--- src/rtl/sync_filter_bank.sv ---
// ============================================================================
// Module   : sync_filter_bank
// Purpose  : Per-channel synchroniser, glitch filter, edge detector and
//            sticky event flag for asynchronous pad-level inputs.
// Revision : 1.0 - initial release
// ============================================================================
`default_nettype none

module sync_filter_bank #(
    parameter int CH     = 8,
    parameter int STAGES = 2,
    parameter int FILT_W = 4
) (
    input  logic              clk,
    input  logic              rst,
    input  logic              ena,
    input  logic [CH-1:0]     async_in,
    input  logic [2*CH-1:0]   mode,
    input  logic [FILT_W-1:0] filt_len,
    input  logic [CH-1:0]     evt_clr,
    output logic [CH-1:0]     level_out,
    output logic [CH-1:0]     pulse_out,
    output logic [CH-1:0]     evt_flag,
    output logic              any_evt
);

    for (genvar i = 0; i < CH; i++) begin : g_ch
        logic [STAGES-1:0] r_sync;
        logic              r_level;
        logic [FILT_W-1:0] r_cnt;
        logic              r_pulse;
        logic              r_flag;
        logic              w_s;
        logic [1:0]        w_mode;

        assign w_s    = r_sync[STAGES-1];
        assign w_mode = mode[2*i+1:2*i];

        // Synchroniser free-runs so the chain is always settled when ena returns.
        always_ff @(posedge clk or posedge rst) begin
            if (rst) begin
                r_sync <= '0;
            end else begin
                r_sync <= {r_sync[STAGES-2:0], async_in[i]};
            end
        end

        always_ff @(posedge clk or posedge rst) begin
            if (rst) begin
                r_level <= 1'b0;
                r_cnt   <= '0;
                r_pulse <= 1'b0;
                r_flag  <= 1'b0;
            end else begin
                r_pulse <= 1'b0;
                if (ena) begin
                    if (w_s == r_level) begin
                        r_cnt <= '0;
                    end else if (r_cnt < filt_len) begin
                        r_cnt <= r_cnt + 1'b1;
                    end else begin
                        // ">=" lets a lowered filt_len accept at once instead of wrapping
                        r_level <= w_s;
                        r_cnt   <= '0;
                        r_pulse <= w_s ? w_mode[0] : w_mode[1];
                    end
                end
                // A pulse wins over a coincident clear so no event is dropped.
                r_flag <= (r_flag & ~(ena & evt_clr[i])) | r_pulse;
            end
        end

        assign level_out[i] = r_level;
        assign pulse_out[i] = r_pulse;
        assign evt_flag[i]  = r_flag;
    end

    assign any_evt = |evt_flag;

endmodule

`default_nettype wire
--- config.mk ---
export PLATFORM = sky130hd
export DESIGN_NAME = sync_filter_bank
export DESIGN_NICKNAME = d
export VERILOG_FILES = /design/src/rtl/sync_filter_bank.sv
export SDC_FILE = /design/constraint.sdc
export NUM_CORES = 1
export LEC_CHECK = 0
export CAP_MARGIN = 20
export CORE_UTILIZATION = 35
export DETAILED_ROUTE_END_ITERATION = 16
export SLEW_MARGIN = 20
export SYNTH_ARGS = -nofsm -noshare
export SYNTH_HDL_FRONTEND = slang
export SYNTH_SLANG_ARGS = --single-unit
export TNS_END_PERCENT = 1
--- constraint.sdc ---
create_clock -name clk -period 6.8 [get_ports clk]
set_clock_uncertainty 0.15 [all_clocks]
set_input_delay 0.68 -clock clk [delete_from_list [all_inputs] [get_ports clk]]
set_output_delay 0.68 -clock clk [all_outputs]
set_load 0.03 [all_outputs]
==> flow_metrics.tcl, run 1 <==
set metrics [dict create \
    p_leak_nw 2.223 \
    clkSlewWorstSetupHoldPaths_ns 0.08 \
    place_ws_ns 3.664 \
    initial_core_util 0.3674 \
    cts_hold_buf 0 \
    stdcell_count 542 \
    finalWorstSetupSlack_ns 3.963 \
    hold_violations 0 \
    num_rows 37 \
    grt_pass1_vias 2718 \
    ioPinCount 64 \
    mappedNetlistArea_um2 3861 \
    root_buffer "clkbuf_8" \
    powerDensity_nw_per_um2 343.5 \
    post-cts-setup-buffers 0 \
    drc 0 \
    vias 2687 \
    die_x_um 107.0 \
    gp_congestion 0.7634 \
    ys_ff_latch 72 \
    yosysSeqAreaShare 0.4666 \
    postSynthAreaPerCell_um2 10.79 \
    start_kind "register" \
    syn2layout_area_growth_pct 20.77 \
    synth_top_area_cell "dfrtp_1" \
    die_area_um2 11460 \
    dpl_cell_area_um2 4454 \
    fin_util 0.4437 \
    final_area_um2 4663 \
    viasPerCell 4.958 \
    coreArea_um2 10510 \
    holdPathStages 0 \
    rsz0062_at_grt "false" \
    cts.htree.levels 3 \
    diodes 0 \
    dpl.cell_count 526 \
    cts_tree "done" \
    critPathMaxFanout 3 \
    grt_pass1_wl_um 12360 \
    postSynthCellCount 358 \
    status "completed" \
    drive_gt1_frac 0.1010 \
    min_period_ns 2.837 \
    drtAntennaViolNets 0 \
    end_kind "output pin" \
    clk_latency_ns 0.33 \
    synth_area_leaders "dfrtp_1 47%, ha_1 10%, buf_4 4.7%, mux2_2 4.7%, a21o_1 4.1%" \
    wirelength_um 7047 \
    r2r_slack_ns 4.67 \
    post-dp-hpwl_um 4926 \
    max_freq_mhz 352.5 \
    io_buffers 63 \
    timing.hold.ws_ns 0.1996 \
    grt_max_degree 73 \
    criticalPathCategory "reg2out" \
    nets 472 \
    cp.required_ns 5.97 \
    synthesis.nets 429 \
    drv_slew 0 \
    numCtsBuffers 9 \
    drt-initial-drc-count 55 \
    worst-r2r-cell-count 5 \
    post_drt_wl_per_cell_um 13.00 \
    post-route-period-util 0.4172 \
    clkSinkCount 72 \
    clock_path_buffers 2 \
    tightest_slew_ns 0.8958 \
    yosys.area.top_type_share 0.4666 \
    cts_repair_resize_count 0 \
    finalSetupTns_ns 0 \
    peakVddDrop_uv 182.0 \
    hold_class "reg2reg" \
    cap_violations 0 \
    setup_violations 0 \
    synth_warnings 0 \
    track_usage 0.1371 \
    worstPathArrival_ns 2.01 \
    drtPass1Iterations 4 \
    p_total_mw 1.602 \
    relSlewSlack 0.4028 \
    antenna_found_initial 0 \
    overflow 0 \
    yosysUniqueCellTypes 30 \
    die_h_um 107.0 \
]
==> Yosys cell counts <==
library cell  count
dfrtp_1          72
nand2_1          35
ha_1             32
buf_4            24
a21o_1           21
nor2_1           18
o21ai_0          17
mux2_2           16
nand3b_1         16
inv_1            15
a21oi_1          11
clkbuf_1          8
nand2b_1          8
o22ai_1           8
xor2_1            8
nor3_1            7
nor4bb_1          6
and3_1            5
o21a_1            5
a2111oi_4         3
nand3_1           3
nor3b_1           3
o211ai_1          3
o21ai_2           3
o221ai_1          3
or4b_1            3
nor4_1            2
a2111oi_0         1
a2111oi_1         1
o21ai_1           1
==> critical path: stages (launching register included) <==
cell and delay, ns:
dfrtp_1 0.44, nor4_1 0.52, nand2_1 0.10, clkdlybuf4s50_1 0.60
==> logic make-up after synthesis <==
logic type	after synthesis	share of synthesized area
buffers and inverters	47	0.06902
adders and majority gates	32	0.1037
xor gates and xnor gates	8	0.01815
AOI/OAI and AO/OA	77	0.1468
DFF	72	0.4666
and+or+nand+nor	106	0.1491
muxes	16	0.04666
==> state kept, by name, summed over array words and instances (netlist names) <==
register / cells
g_ch.r_sync: 16
g_ch.r_pulse: 8
g_ch.r_flag: 8
g_ch.r_cnt: 32
g_ch.r_level: 8
==> cells in the final DEF, fill, tap and decap left out, types with 5 or more instances in the layout <==
cell | netlist | final
a21o_1 | 21 | 21
a21oi_1 | 11 | 11
and3_1 | 5 | 5
clkbuf_8 | 0 | 11
clkdlybuf4s50_1 | 0 | 62
dfrtp_1 | 72 | 72
ha_1 | 32 | 32
inv_1 | 15 | 14
mux2_2 | 16 | 16
nand2_1 | 35 | 35
nand2b_1 | 8 | 8
nand3b_1 | 16 | 16
nor2_1 | 18 | 18
nor3_1 | 7 | 7
nor4bb_1 | 6 | 6
o21a_1 | 5 | 5
o21ai_0 | 17 | 17
o22ai_1 | 8 | 8
xor2_1 | 8 | 8
==> power breakdown <==
group / switching (mW) / internal [mW]
registers: 0.110 / 0.527
clock network: 0.155 / 0.188
logic: 0.320 / 0.302
==> layer usage <==
metal / up-vias / GRT usage / part of all wire
met1: 1282 / 0.1655 / 0.46
met3: 6 / 0.03647 / 0.042
met4: 0 / 0.04207 / 0.0091
met2: 57 / 0.2373 / 0.49
li1: 1342 / - / -
met5: - / 0 / 0
==> final timing paths <==
kind | start | endpoint
worst max-delay path | g_ch[4].r_flag | any_evt
min in group asynchronous | rst | g_ch[5].r_cnt[0]
worst max register to register | g_ch[2].r_cnt[1] | g_ch[2].r_cnt[3]
max in group asynchronous | rst | g_ch[4].r_cnt[3]
worst min register to register | g_ch[1].r_sync[0] | g_ch[1].r_sync[1]
worst min-delay path | g_ch[1].r_sync[0] | g_ch[1].r_sync[1]
==> area by class of cell <==
class | count | area (um2)
Fill cell | 1018 | 5846
Timing Repair Buffer | 64 | 635.6
Multi-Input combinational cell | 239 | 1793
Clock inverter | 5 | 55.05
Sequential cell | 72 | 1802
Inverter | 15 | 56.30
Clock buffer | 11 | 151.4
Tap cell | 136 | 170.2
No activity file was read; power rests on OpenSTA's default activity.
==> run 2, diff against run 1 <==
clock period = 2.9 ns   (was 6.8 ns; I/O delays follow)
==> run 2 against run 1 <==
Against the previous run: first-iteration DRC count grew 93%; core utilization rose by 0.21 points; largest power group unchanged; via count grew 1.1%; worst setup slack got worse by 3.6 ns; combinational power rose by 140%; sequential share of layout area fell by 0.19 points; die area unchanged.
==> flow_metrics.tcl, run 2 (synthesis results as in run 1) <==
set metrics [dict create \
    status "completed" \
    drtAntennaViolNets 0 \
    ioPinCount 64 \
    num_rows 37 \
    nets 475 \
    setup_violations 0 \
    critPathMaxFanout 3 \
    final_area_um2 4686 \
    gp_congestion 0.7519 \
    drt-initial-drc-count 106 \
    post-cts-setup-buffers 0 \
    most-common-layout-cells "72 x dfrtp_1, 62 x clkdlybuf4s50_1, 35 x nand2_1" \
    worst-r2r-cell-count 5 \
    drtPass1Iterations 4 \
    die_h_um 107.0 \
    grt_pass1_vias 2743 \
    die_x_um 107.0 \
    layout_commonest_cell "dfrtp_1" \
    hold_violations 0 \
    diodes 0 \
    worstPathArrival_ns 2.09 \
    start_kind "register" \
    post-dp-hpwl_um 5401 \
    vias 2717 \
    post_drt_wl_per_cell_um 13.50 \
    clkSlewWorstSetupHoldPaths_ns 0.08 \
    initial_core_util 0.3674 \
    cts_tree "done" \
    io_buffers 63 \
    largest_register_ffs 32 \
    syn2layout_area_growth_pct 21.35 \
    drive_gt1_frac 0.1051 \
    fin_util 0.4459 \
    root_buffer "clkbuf_8" \
    grt_pass1_wl_um 12760 \
    numCtsBuffers 9 \
    stdcell_count 545 \
    peakVddDrop_uv 304.9 \
    hold_class "in2async" \
    min_period_ns 2.529 \
    die_area_um2 11460 \
    worst_path_largest_cell_delay_ns 0.61 \
    criticalPathCategory "reg2out" \
    cp.required_ns 2.46 \
    timing.hold.ws_ns 0.1752 \
    cts_repair_resize_count 0 \
    wl_met1_um 3550 \
    finalSetupTns_ns 0 \
    dpl_cell_area_um2 4502 \
    sw_frac_of_total 0.3765 \
    wirelength_um 7359 \
    post-route-period-util 0.8721 \
    clkSinkCount 72 \
    seq_power_share 0.405 \
    relSlewSlack 0.4817 \
    dpl.cell_count 529 \
    tightest_slew_ns 0.7774 \
    drc 0 \
    drv_slew 0 \
    grt_max_degree 48 \
    largest-register "g_ch.r_cnt" \
    p_leak_nw 2.233 \
    cts_hold_buf 0 \
    clk_latency_ns 0.34 \
    highest_layer "met4" \
    track_usage 0.1429 \
    clkPwrFrac 0.197 \
    route.met2.wl_um 3337 \
    combPwrFrac 0.398 \
    max_freq_mhz 395.4 \
    end_kind "output pin" \
    clock_path_buffers 2 \
    switchingPower_mw 1.394 \
    viasPerCell 4.985 \
    coreArea_um2 10510 \
    rsz0062_at_grt "false" \
    routed-wl-met3_um 332 \
    reg.largest.list "g_ch.r_cnt x32, g_ch.r_sync x16" \
    cap_violations 0 \
    powerDensity_nw_per_um2 790.3 \
    worstPathCellList "nor4_1, nand2_1, clkdlybuf4s50_1" \
    overflow 0 \
    intPower_mw 2.309 \
    cts.htree.levels 3 \
    slowest_stage "clkdlybuf4s50_1" \
    antenna_found_initial 0 \
]
-- run 2: changes by cell type in the layout (fill, tap and decap cells not counted), sizes merged --
| cell | change |
|---|---|
| buf | +3 |
| bufinv | -1 |
| clkbuf | +1 |
-- run 2: area by class of cell --
type,instances,area [um2]
Fill cell,1020,5823
Timing Repair Buffer,67,680.7
Inverter,15,56.30
Multi-Input combinational cell,239,1793
Tap cell,136,170.2
Sequential cell,72,1802
Clock buffer,12,155.1
Clock inverter,4,28.78
-- run 2: layer usage --
layer  GRT usage  vias to the layer above
met4     0.05773                        0
met1      0.1874                     1293
li1            -                     1353
met5           0                        -
met2      0.2221                       58
met3     0.03951                       13
-- run 2: power by group through the flow --
stage / combinational, mW / sequential (mW) / clock (mW)
after floorplan: 1.19 / 1.44 / 0
after global placement: 1.44 / 1.51 / 0
after detailed placement: 1.49 / 1.52 / 0
after CTS: 1.49 / 1.50 / 0.768
after global routing: 1.65 / 1.54 / 0.808
final: 1.47 / 1.50 / 0.728
-- run 2: final timing paths --
check / startpoint / end / slack [ns]
max: g_ch[4].r_flag / any_evt / 0.37
min: rst / g_ch[7].r_pulse / 0.18
max reg2reg: g_ch[2].r_cnt[1] / g_ch[2].r_cnt[3] / 0.73
min reg2reg: g_ch[1].r_sync[0] / g_ch[1].r_sync[1] / 0.20
max in group asynchronous: rst / g_ch[2].r_cnt[3] / 1.69
min in group clk: g_ch[1].r_sync[0] / g_ch[1].r_sync[1] / 0.20
-- run 2: worst max-delay path, delay by kind of cell, from the launching register on --
| kind | cells | cell delay, ns |
|---|---|---|
| AND/OR/NAND/NOR | 2 | 0.70 |
| buffers and inverters | 1 | 0.61 |
| flip-flops | 1 | 0.44 |
-- run 2: through the flow --
stage	power, mW	worst slack [ns]
CTS	3.762	0.3120
floorplan	2.632	0.6351
global route	4.007	0.2197
finish	3.703	0.3709
detailed placement	3.006	0.1244
global placement	2.945	0.1945
